### src/rtl/shiftadd_seq_ctrl_pkg.sv
// Shared types and sizing helpers for the shift-add multiplier controller.
package shiftadd_pkg;

  // Default operand width; the product is twice as wide.
  localparam int DEF_WIDTH = 4;
  localparam int PROD_W    = 2 * DEF_WIDTH;

  // Controller states: waiting for operands, folding bits, holding the product.
  typedef enum logic [1:0] {
    IDLE = 2'd0,
    RUN  = 2'd1,
    DONE = 2'd2
  } state_t;

  // The counter needs one spare bit so it can step one past the last bit
  // index without wrapping inside an operation.
  function automatic int cntWidth(input int w);
    return $clog2(w) + 1;
  endfunction

endpackage

### src/rtl/shiftadd_seq_ctrl_step.sv
// One fold of the shift-add multiplier: conditionally add the shifted
// multiplicand into the running accumulator.
module shiftadd_step #(
  parameter int WIDTH   = 4,
  parameter int SHIFT_W = 3
) (
  input  logic [2*WIDTH-1:0] i_acc,
  input  logic [WIDTH-1:0]   i_a,
  input  logic               i_bit,
  input  logic [SHIFT_W-1:0] i_shift,
  output logic [2*WIDTH-1:0] o_nextAcc
);

  logic [2*WIDTH-1:0] w_partial;

  // Zero-extend A to product width before shifting so no bits fall off the top.
  always_comb begin
    w_partial = {{WIDTH{1'b0}}, i_a} << i_shift;
    o_nextAcc = i_bit ? (i_acc + w_partial) : i_acc;
  end

endmodule

### src/rtl/shiftadd_seq_ctrl.sv
// Sequencing controller for a shift-add multiplier: accepts operands over a
// valid/ready handshake, folds one multiplier bit per cycle, and presents the
// product over a valid/ready handshake, holding it under backpressure.
module shiftadd_seq_ctrl
  import shiftadd_pkg::*;
#(
  parameter int WIDTH = DEF_WIDTH
) (
  input  logic                 i_clk,
  input  logic                 i_rst,
  input  logic                 i_in_valid,
  output logic                 o_in_ready,
  input  logic [WIDTH-1:0]     i_multiplicand,
  input  logic [WIDTH-1:0]     i_multiplier,
  output logic                 o_out_valid,
  input  logic                 i_out_ready,
  output logic [2*WIDTH-1:0]   o_product,
  output logic                 o_busy
);

  localparam int PROD_WIDTH = 2 * WIDTH;
  localparam int CNT_W      = cntWidth(WIDTH);
  localparam logic [CNT_W-1:0] LAST_COUNT = CNT_W'(WIDTH - 1);

  state_t                 r_state;
  state_t                 w_nextState;
  logic [CNT_W-1:0]       r_count;
  logic [WIDTH-1:0]       r_a;
  logic [WIDTH-1:0]       r_b;
  logic [PROD_WIDTH-1:0]  r_acc;
  logic [PROD_WIDTH-1:0]  r_product;
  logic [PROD_WIDTH-1:0]  w_nextAcc;
  logic [WIDTH-1:0]       w_bShifted;
  logic                   w_bit;

  // Select the multiplier bit addressed by the counter; shifting avoids an
  // index wider than the operand.
  assign w_bShifted = r_b >> r_count;
  assign w_bit      = w_bShifted[0];

  shiftadd_step #(
    .WIDTH   (WIDTH),
    .SHIFT_W (CNT_W)
  ) u_step (
    .i_acc     (r_acc),
    .i_a       (r_a),
    .i_bit     (w_bit),
    .i_shift   (r_count),
    .o_nextAcc (w_nextAcc)
  );

  // State register; reset always returns to IDLE and abandons any operation.
  always_ff @(posedge i_clk) begin
    if (i_rst) begin
      r_state <= IDLE;
    end else begin
      r_state <= w_nextState;
    end
  end

  // Next-state logic: accept in IDLE, run exactly WIDTH folds, wait for the consumer.
  always_comb begin
    w_nextState = r_state;
    case (r_state)
      IDLE:    if (i_in_valid)             w_nextState = RUN;
      RUN:     if (r_count == LAST_COUNT)  w_nextState = DONE;
      DONE:    if (i_out_ready)            w_nextState = IDLE;
      default:                             w_nextState = IDLE;
    endcase
  end

  // Handshake and status outputs are pure functions of the state.
  always_comb begin
    o_in_ready  = (r_state == IDLE);
    o_out_valid = (r_state == DONE);
    o_busy      = (r_state == RUN) || (r_state == DONE);
  end

  // Datapath: latch operands on accept, fold one bit per RUN cycle, and only
  // update the product register on the final fold so it stays stable elsewhere.
  always_ff @(posedge i_clk) begin
    if (i_rst) begin
      r_count   <= '0;
      r_a       <= '0;
      r_b       <= '0;
      r_acc     <= '0;
      r_product <= '0;
    end else begin
      case (r_state)
        IDLE: begin
          if (i_in_valid) begin
            r_a     <= i_multiplicand;
            r_b     <= i_multiplier;
            r_acc   <= '0;
            r_count <= '0;
          end
        end
        RUN: begin
          r_acc   <= w_nextAcc;
          r_count <= r_count + 1'b1;
          if (r_count == LAST_COUNT) begin
            r_product <= w_nextAcc;
          end
        end
        default: begin
        end
      endcase
    end
  end

  assign o_product = r_product;

endmodule

### config.mk
export PLATFORM = sky130hd
export DESIGN_NAME = shiftadd_seq_ctrl
export DESIGN_NICKNAME = d
export VERILOG_FILES = /design/src/rtl/shiftadd_seq_ctrl_pkg.sv /design/src/rtl/shiftadd_seq_ctrl_step.sv /design/src/rtl/shiftadd_seq_ctrl.sv
export SDC_FILE = /design/constraint.sdc
export NUM_CORES = 1
export LEC_CHECK = 0
export BUFFER_PORTS_ARGS = -buffer_cell sky130_fd_sc_hd__buf_2
export CAP_MARGIN = 20
export CORE_MARGIN = 3
export CORE_UTILIZATION = 36
export CTS_CLUSTER_SIZE = 16
export DETAILED_ROUTE_END_ITERATION = 10
export SLEW_MARGIN = 20
export SYNTH_ARGS = -nofsm -noshare
export SYNTH_HDL_FRONTEND = slang
export SYNTH_SLANG_ARGS = --single-unit
### constraint.sdc
create_clock -name i_clk -period 4.7 [get_ports i_clk]
set_clock_uncertainty 0.2 [all_clocks]
set_input_delay 0.235 -clock i_clk [delete_from_list [all_inputs] [get_ports i_clk]]
set_output_delay 0.235 -clock i_clk [all_outputs]
set_load 0.02 [all_outputs]
==> impl_summary.md, run 1 <==
Outcome
The flow ran to the end, and the final reports show no timing, DRC or antenna violations.

Die
The die outline height is 74.7 um. For this configuration, the core starts out at a cell density of 38.2%. The floorplan step set the die width to 74.7 um. The number of rows created at floorplan is 24. In this run the count of I/O pins placed on the die edge is 23. The floorplan die area is 0.00558 mm^2. The area of the core region is 0.00444 mm^2.

Pwr
Dividing total power by cell area gives a power density of 386 mW/mm^2. Sequential cells burn 38.8% of the power. VDD sags by at most 0.000244 V. The internal power component is 0.468 mW. The static leakage power is 0.808 nW. The switching portion of total power is 37.5%. Combinational cells account for 35.0% of the total power. Summed over all nets, the switching power comes to 0.281 mW. The share of total power in the clock network is about a quarter.

Route
The routed wirelength normalized by instance count is 13.0 um. The starting DRC count in detailed routing is 59. After detailed routing, the number of vias per cell comes to ~5.2. The routed design has 3650 um of wire. The number of DRC violations after detailed routing is 0. The total number of vias is 1,449. Once detail routing completed, the nets flagged for antenna violations numbered 0. The number of iterations in the first detailed-routing pass is 6.

Layout
The post-route netlist has 14.8% of its cells at a drive strength greater than 1. Leaving out fill and tap cells, the most frequent cells in the layout are 29 x sky130_fd_sc_hd__dfxtp_1, 23 x sky130_fd_sc_hd__nor2_1, 22 x sky130_fd_sc_hd__buf_2. The synthesis-to-finish area growth is 14.1%. The final layout contains 254 nets. 0 antenna diodes ended up in the layout.

Leaving out fill and tap cells, the most frequent cell in the layout is sky130_fd_sc_hd__dfxtp_1. After filler insertion, the fill cell instance count of the layout stands at 468.

Timing
The portion of the clock cycle consumed by the worst path in the final layout is roughly 60%. The number of pins exceeding their max-slew limit in the final report is 0. The total of endpoints with negative setup slack in the final report is 0. Summed over all failing endpoints, the final setup total negative slack is 0 ps. The remaining max-slew budget at the tightest pin is 64.3%. The slew at the pin closest to its max-slew limit is about 530 ps. Setup repair after global routing left no endpoint under its margin.

The upper clock frequency limit is 352 MHz. The count of endpoints failing hold in the final timing report is 0. The clock period minus final worst setup slack is 2840 ps. The worst hold slack across all endpoints is slightly below 9 ps.

Global routing
The initial antenna violation count is 0. In the global route stage, overall resource usage came out at 14.9%. The via count of the first global-routing pass is 1,371. The pin count of the biggest net entering global routing is 29. The overflow left after global routing is 0.

The wire length of the first global-routing pass is 6240 um.

Clocking
Post-CTS repair changed the size of 0 cells. TritonCTS built the clock tree. The buffers inserted during post-CTS setup optimization is 0. In this run, post-CTS hold repair placed 3 buffers. After clock tree synthesis, the clock-pin slew on the worst setup and hold paths is 60 ps. In this run the number of H-tree levels came out at 2. In this run the clock root is driven by a sky130_fd_sc_hd__clkbuf_8. The clock passes through at most 2 buffers.

For the worst-skew pair, the clock arrives at the later sink with an insertion delay of 290 ps. The number of sinks on the clock net is 29. The number of CTS-inserted buffers is 5.

Setup path
The critical path is of the reg -> reg type. STA classifies the critical path endpoint as a register. Traced cell by cell, the critical path runs through and2b_2, nor3b_1, ha_1, inv_1, fa_1, nor2b_1, o31a_1, mux2i_1, a21oi_1, o21a_1. In this design, the stage delay of the slowest critical-path cell is 420 ps. The worst path required time is 4680 ps. The critical path arrival is ~2800 ps.

The cell with the biggest individual delay on the critical path is sky130_fd_sc_hd__dfxtp_1. The maximum fanout encountered on the critical timing path is 9. The nature of the critical path startpoint is a register.

Synthesis
The count of yosys warnings during synthesis is 0. The largest total area in the synthesized netlist belongs to sky130_fd_sc_hd__dfxtp_1. The cell area that synthesis handed to floorplanning was 0.00170 mm^2.

The synthesized instance count is 205. The number of nets produced by synthesis is ~230. Synthesis inferred 29 register bits. Of the synthesized area, sequential elements account for 34.2%. The top cell type's share of synthesized area is approximately a third. The distinct cell type count of the synthesized netlist is 39. Yosys attributes the largest share of cell area to sky130_fd_sc_hd__dfxtp_1 34%, sky130_fd_sc_hd__ha_1 9.6%, sky130_fd_sc_hd__mux2i_1 7.1%, sky130_fd_sc_hd__a21oi_1 5.6%, sky130_fd_sc_hd__nor2_1 5.1%. In the synthesized netlist the dominant register cell turns out to be sky130_fd_sc_hd__dfxtp_1.

Each instance of the synthesized netlist takes up on average 8.28 um^2. The proportion of synthesized flip-flops having asynchronous set or reset is 0%. Yosys mapped a number of flops with a built-in enable equal to 0.

Placement
The sum of net half-perimeters after detailed placement is 2720 um. During placement, the flow inserted port buffers numbering 22. The congestion estimate from routability-driven global placement came to 0.832.

Min path
The tightest min-delay check is of the in -> reg type.

Run
Across the run, the number of max-cap violations was 0.
==> worst paths after layout <==
path	cells past startpoint	slack, ps	endpoint	start
worst max-delay path	10	1860	r_acc[6]	r_count[0]
worst max register to register	10	1860	r_acc[6]	r_count[0]
worst min-delay path	3	9	r_b[0]	i_multiplier[0]
worst min register to register	2	260	r_b[3]	r_b[3]
==> critical path, delay by kind of cell, from the launching register on <==
family                     cells  cell delay [ps]
DFF                            1              420
adders and majority gates      2              650
and+or+nand+nor                3              670
AOI/OAI and AO/OA              3              460
muxes                          1              270
buffers and inverters          1               70
==> sequential cells by signal, indices dropped and copies added (netlist names) <==
name	cells
o_product	8
r_acc	8
r_a	4
r_b	4
r_count	3
r_state	2
==> Yosys cell counts (3+ instances only) <==
master                      n
sky130_fd_sc_hd__a211oi_1   5
sky130_fd_sc_hd__a21oi_1   19
sky130_fd_sc_hd__a22oi_1    5
sky130_fd_sc_hd__and2_1     5
sky130_fd_sc_hd__clkbuf_1   6
sky130_fd_sc_hd__dfxtp_1   29
sky130_fd_sc_hd__ha_1      13
sky130_fd_sc_hd__inv_1     10
sky130_fd_sc_hd__mux2i_1   12
sky130_fd_sc_hd__nand2_1   20
sky130_fd_sc_hd__nand2b_1   3
sky130_fd_sc_hd__nand3_1   13
sky130_fd_sc_hd__nor2_1    23
sky130_fd_sc_hd__o21ai_0    8
sky130_fd_sc_hd__xnor2_1    3
==> layout make-up <==
type	count	area [um^2]	area share, %
inverter	10	37.5	1.94
tap	52	65.1	3.36
timing repair buffer	25	140	7.24
clock buffer	6	72.6	3.75
clock inverter	2	10.0	0.517
sequential	29	581	30.0
multi-input combinational	157	1030	53.2
==> per-stage QoR <==
step	std cells	worst slack, ps	power [mW]	cell area (um^2)	util (%)
floorplan	205	2190	0.506	1700	-
global placement	270	1890	0.556	1820	41.0
detailed placement	270	1910	0.558	1820	41.0
CTS	281	1870	0.760	1940	43.6
global route	281	1670	0.810	1940	43.6
finish	281	1860	0.748	1940	43.6
==> power by group through the flow <==
stage | logic [mW] | clock network, mW | registers [mW]
final | 0.262 | 0.196 | 0.290
after global placement | 0.261 | 0 | 0.295
after floorplan | 0.221 | 0 | 0.285
after global routing | 0.296 | 0.218 | 0.295
after detailed placement | 0.261 | 0 | 0.296
after CTS | 0.265 | 0.204 | 0.291
==> cells by family (layout without fill, tap and decap cells) <==
kind of cell | after synthesis | in the layout | synth area share [%]
XOR/XNOR | 4 | 4 | 2.06
adder cells (fa/ha/maj) | 14 | 14 | 10.8
multiplexers | 13 | 13 | 8.40
AO/OA/AOI/OAI | 52 | 52 | 19.5
flip-flops | 29 | 29 | 34.2
AND/OR/NAND/NOR | 74 | 74 | 20.0
buffers and inverters | 19 | 43 | 5.08
==> per-layer routing <==
layer | part of all wire, % | track usage (%) | vias to the layer above
li1 | - | - | 770
met2 | 44 | 22.2 | 27
met1 | 49 | 19.3 | 645
met3 | 5.2 | 6.94 | 7
met4 | 1.6 | 4.74 | 0
met5 | 0 | 0 | -
No activity file was read; power rests on OpenSTA's default activity.
==> run 2, diff against run 1 <==
--- a/config.mk
+++ b/config.mk
@@ -5,6 +5,7 @@
 export SDC_FILE = /design/constraint.sdc
 export NUM_CORES = 1
 export LEC_CHECK = 0
+export ABC_AREA = 1
 export BUFFER_PORTS_ARGS = -buffer_cell sky130_fd_sc_hd__buf_2
 export CAP_MARGIN = 20
 export CORE_MARGIN = 3
==> constraint.sdc (replaced) <==
create_clock -name i_clk -period 2.54 [get_ports i_clk]
set_clock_uncertainty 0.2 [all_clocks]
set_input_delay 0.127 -clock i_clk [delete_from_list [all_inputs] [get_ports i_clk]]
set_output_delay 0.127 -clock i_clk [all_outputs]
set_load 0.02 [all_outputs]
==> run 2 against run 1 <==
Net effect:
- worst setup slack lost 1600 ps
- area after synthesis up 6.3%
- largest cell class unchanged
- sequential cell count unchanged
==> impl_summary.md, run 2 <==
Run
The max-cap check violation count is 0.

Setup path
STA classifies the critical path startpoint as a register. The cell with the biggest individual delay on the critical path is sky130_fd_sc_hd__dfxtp_2. The worst register-to-register path has a depth of 14. The type of the worst setup path is reg -> reg.

For flop-to-flop paths, the worst setup slack is roughly 230 ps. The critical path goes through buf_4, nand2_1, o21ai_1, o22ai_1, ha_1, nand2_1, nor2_1, nand3_1, nand2_1, nand3_1, nand2_1, nand2_1, o21ai_0, inv_1. The combined buffer and inverter count along the critical path is 2. The delay of the slowest cell on the worst path is 420 ps. In this run the worst path has a maximum fanout of 11. Counting buffers and inverters, the worst setup path is 14 cells deep. The critical path arrival is 2280 ps. The element type at the critical path end is a register. Data on the critical path is required at its endpoint by 2510 ps.

Among cell families on the critical path, the largest total delay comes from simple AND/OR/NAND/NOR gates. In this design, the critical path's most frequently occurring cell is sky130_fd_sc_hd__nand2_1.

Global routing
The via count of the first global-routing pass came to between 1,500 and 2,000. The initial antenna violation count is 0. The pin count of the biggest net entering global routing is 30. The wire length of the first global-routing pass is 6860 um. The total overflow left after global routing is 0. The all-layer global routing usage is around 14%.

Layout
The most common cell after layout, fill and taps aside is sky130_fd_sc_hd__nand2_1. The count of antenna diodes in the layout is 0. In the final design database the tool counted 330 nets.

The library cells used most frequently in the layout, excluding fill and tap cells, are 66 x sky130_fd_sc_hd__nand2_1, 41 x sky130_fd_sc_hd__inv_1, 35 x sky130_fd_sc_hd__nor2_1. Cells with a size suffix above 1 make up 18.0% of the layout. Compared with the post-synthesis result, the final layout area differs by 22.8%.

Clocking
The total number of H-tree levels is 2. Counting the buffers created by CTS gives 5. The number of buffers on the longest clock path is 2. The cell sitting at the root of the clock tree is a sky130_fd_sc_hd__clkbuf_8. The number of sinks on the clock net is 29.

TritonCTS built the clock tree. The clock latency on the worst-skew pair is 280 ps. After clock tree synthesis, the clock-pin slew on the worst setup and hold paths is approximately 70 ps.

Route
The starting DRC count in detailed routing is 66. The routed wirelength normalized by instance count is 10.7 um. The via-per-instance ratio is 4.50.

After detailed routing, the total wire length is 3980 um. The number of DRC violations after detailed routing is 0. The final antenna-violating net count is 0. Summing over every cut layer, the via total after detailed routing is 1,675. The pre-antenna-repair detailed-routing pass consisted of 4 iterations.

Timing
The upper clock frequency limit is approximately 430 MHz. The worst hold slack across all endpoints is 88.1 ps. After layout, the worst path uses 90.9% of the clock period. For the finished layout, the period the worst path requires is approximately 2300 ps. Headroom to the max-slew limit came out at 64.1%. At the pin with the least slew margin, the transition time is around 540 ps. The number of pins exceeding their max-slew limit in the final report is 0. Setup repair after global routing could not meet its margin everywhere. The total of endpoints with negative setup slack in the final report is 0. The count of endpoints failing hold in the final timing report is 0.

Synthesis
The most used standard cell by instance count after synthesis is sky130_fd_sc_hd__nand2_1. The proportion of synthesized chip area in sequential cells is between 30% and 40%. Counting distinct cell types in the post-synthesis netlist gives 28.

The most area-hungry cell type in the Yosys netlist is sky130_fd_sc_hd__dfxtp_1. The count of yosys warnings during synthesis is 0. The mean cell area of the mapped netlist is 6.78 um^2. The count of flip-flops with a built-in enable after synthesis is 0.

Synthesis handed over a netlist of 266 instances. In the synthesized netlist the async set-or-reset flop fraction comes to 0%. The most used flip-flop cell after synthesis is sky130_fd_sc_hd__dfxtp_1.

The number of nets produced by synthesis is 292. By count the netlist is led by 66 x sky130_fd_sc_hd__nand2_1, 41 x sky130_fd_sc_hd__inv_1, 35 x sky130_fd_sc_hd__nor2_1. After synthesis, the largest area contributor takes up 32.2% of total cell area.

After synthesis, the cell types taking the most area are sky130_fd_sc_hd__dfxtp_1 32%, sky130_fd_sc_hd__nand2_1 14%, sky130_fd_sc_hd__ha_1 9.0%, sky130_fd_sc_hd__inv_1 8.5%, sky130_fd_sc_hd__nor2_1 7.3%. The flip-flop and latch count after synthesis is 29. The total standard cell area after synthesis is 0.00180 mm^2.

Placement
The congestion estimate from routability-driven global placement came to 0.837. The sum of net half-perimeters after detailed placement is roughly 2900 um. Buffers placed on the I/O ports in this run total 22.

Die
The die covers 0.00590 mm^2. Once the floorplan was initialized, standard cells occupied around 38% of the core. The die outline height is approximately 77 um.

The core region is between 0.004 and 0.005 mm^2. The horizontal extent of the die is roughly 77 um. The number of rows created at floorplan is 25.

The I/O pin count is 23.

Min path
The class of the worst hold path is in -> reg. The cell count of the worst hold path is 4.

Pwr
The overall power is 1.86 mW. For this design the ratio of total power to cell area is 838 mW/mm^2. The static leakage power is 1.07 nW. The worst-case IR drop observed on VDD is 0.000532 V.

Outcome
The flow ran to the end, and the final reports show no timing, DRC or antenna violations.
run 2: cell count changes after synthesis, sizes merged, moves of 3 or more:
cell	before	now
nand2b	3	0
o22ai	1	4
nand2	21	73
a211oi	5	9
inv	10	43
o21ai	8	15
a22oi	5	0
mux2i	12	0
nor2	23	35
clkbuf	6	3
a21oi	19	13
and2	5	0
run 2: metrics by stage:
step	setup WS, ps	std cells	instance area (um^2)	setup TNS (ps)	util [%]
finish	231	372	2220	0	46.3
global route	-14.8	372	2220	-19.0	46.3
CTS	62.0	371	2210	0	46.1
detailed placement	91.4	355	2010	0	42.0
global placement	107	355	2010	0	42.0
floorplan	204	266	1800	0	-
run 2: cell type report:
type                            instances  area (um^2)
Clock buffer                            7         86.3
Multi-Input combinational cell        184          997
Sequential cell                        29          582
Timing Repair Buffer                   38          250
Inverter                               46          186
Clock inverter                          1         30.0
Tap cell                               67         83.8
Fill cell                             506         2570
run 2: cells by family (layout without fill, tap and decap cells):
group / Yosys count / count (layout) / share of synthesized area [%]
AOI/OAI and AO/OA: 43 / 43 / 14.7
and+or+nand+nor: 124 / 124 / 29.0
xor gates and xnor gates: 3 / 3 / 1.46
buffers and inverters: 53 / 92 / 12.6
adders and majority gates: 14 / 14 / 10.1
DFF: 29 / 29 / 32.2
run 2: per-layer routing:
metal  up-vias  wire length (um)  track usage, %
met2        29              1840            24.0
met5         -                 0               0
li1        916                 -               -
met1       724              1950            18.0
met3         6               139            4.34
met4         0                53            3.62
run 2: final timing paths:
kind	start	endpoint
worst max-delay path	r_count[0]	o_product[7]
worst min register to register	r_b[2]	r_b[2]
worst max register to register	r_count[0]	o_product[7]
worst min-delay path	i_in_valid	r_count[0]
run 2: what timing repair did:
action | 4_1_cts | 5_1_grt
hold buffers | 8 | 0
endpoints found under the setup margin | 0 | 9
hold endpoints to repair | 8 | 0
gates resized for setup | 0 | 3
buffers inserted | 0 | 1
run 2: worst min-delay path, cell delays in order:
cell                       delay, ps
sky130_fd_sc_hd__buf_2            90
sky130_fd_sc_hd__nand2_1          60
sky130_fd_sc_hd__o21ai_0         160
sky130_fd_sc_hd__a211oi_1        100
run 2: power by group:
| part | internal, mW | switching [mW] | leakage (nW) |
|---|---|---|---|
| clock network | 0.320 | 0.176 | 0.0585 |
| logic | 0.281 | 0.520 | 0.773 |
| registers | 0.519 | 0.0402 | 0.236 |
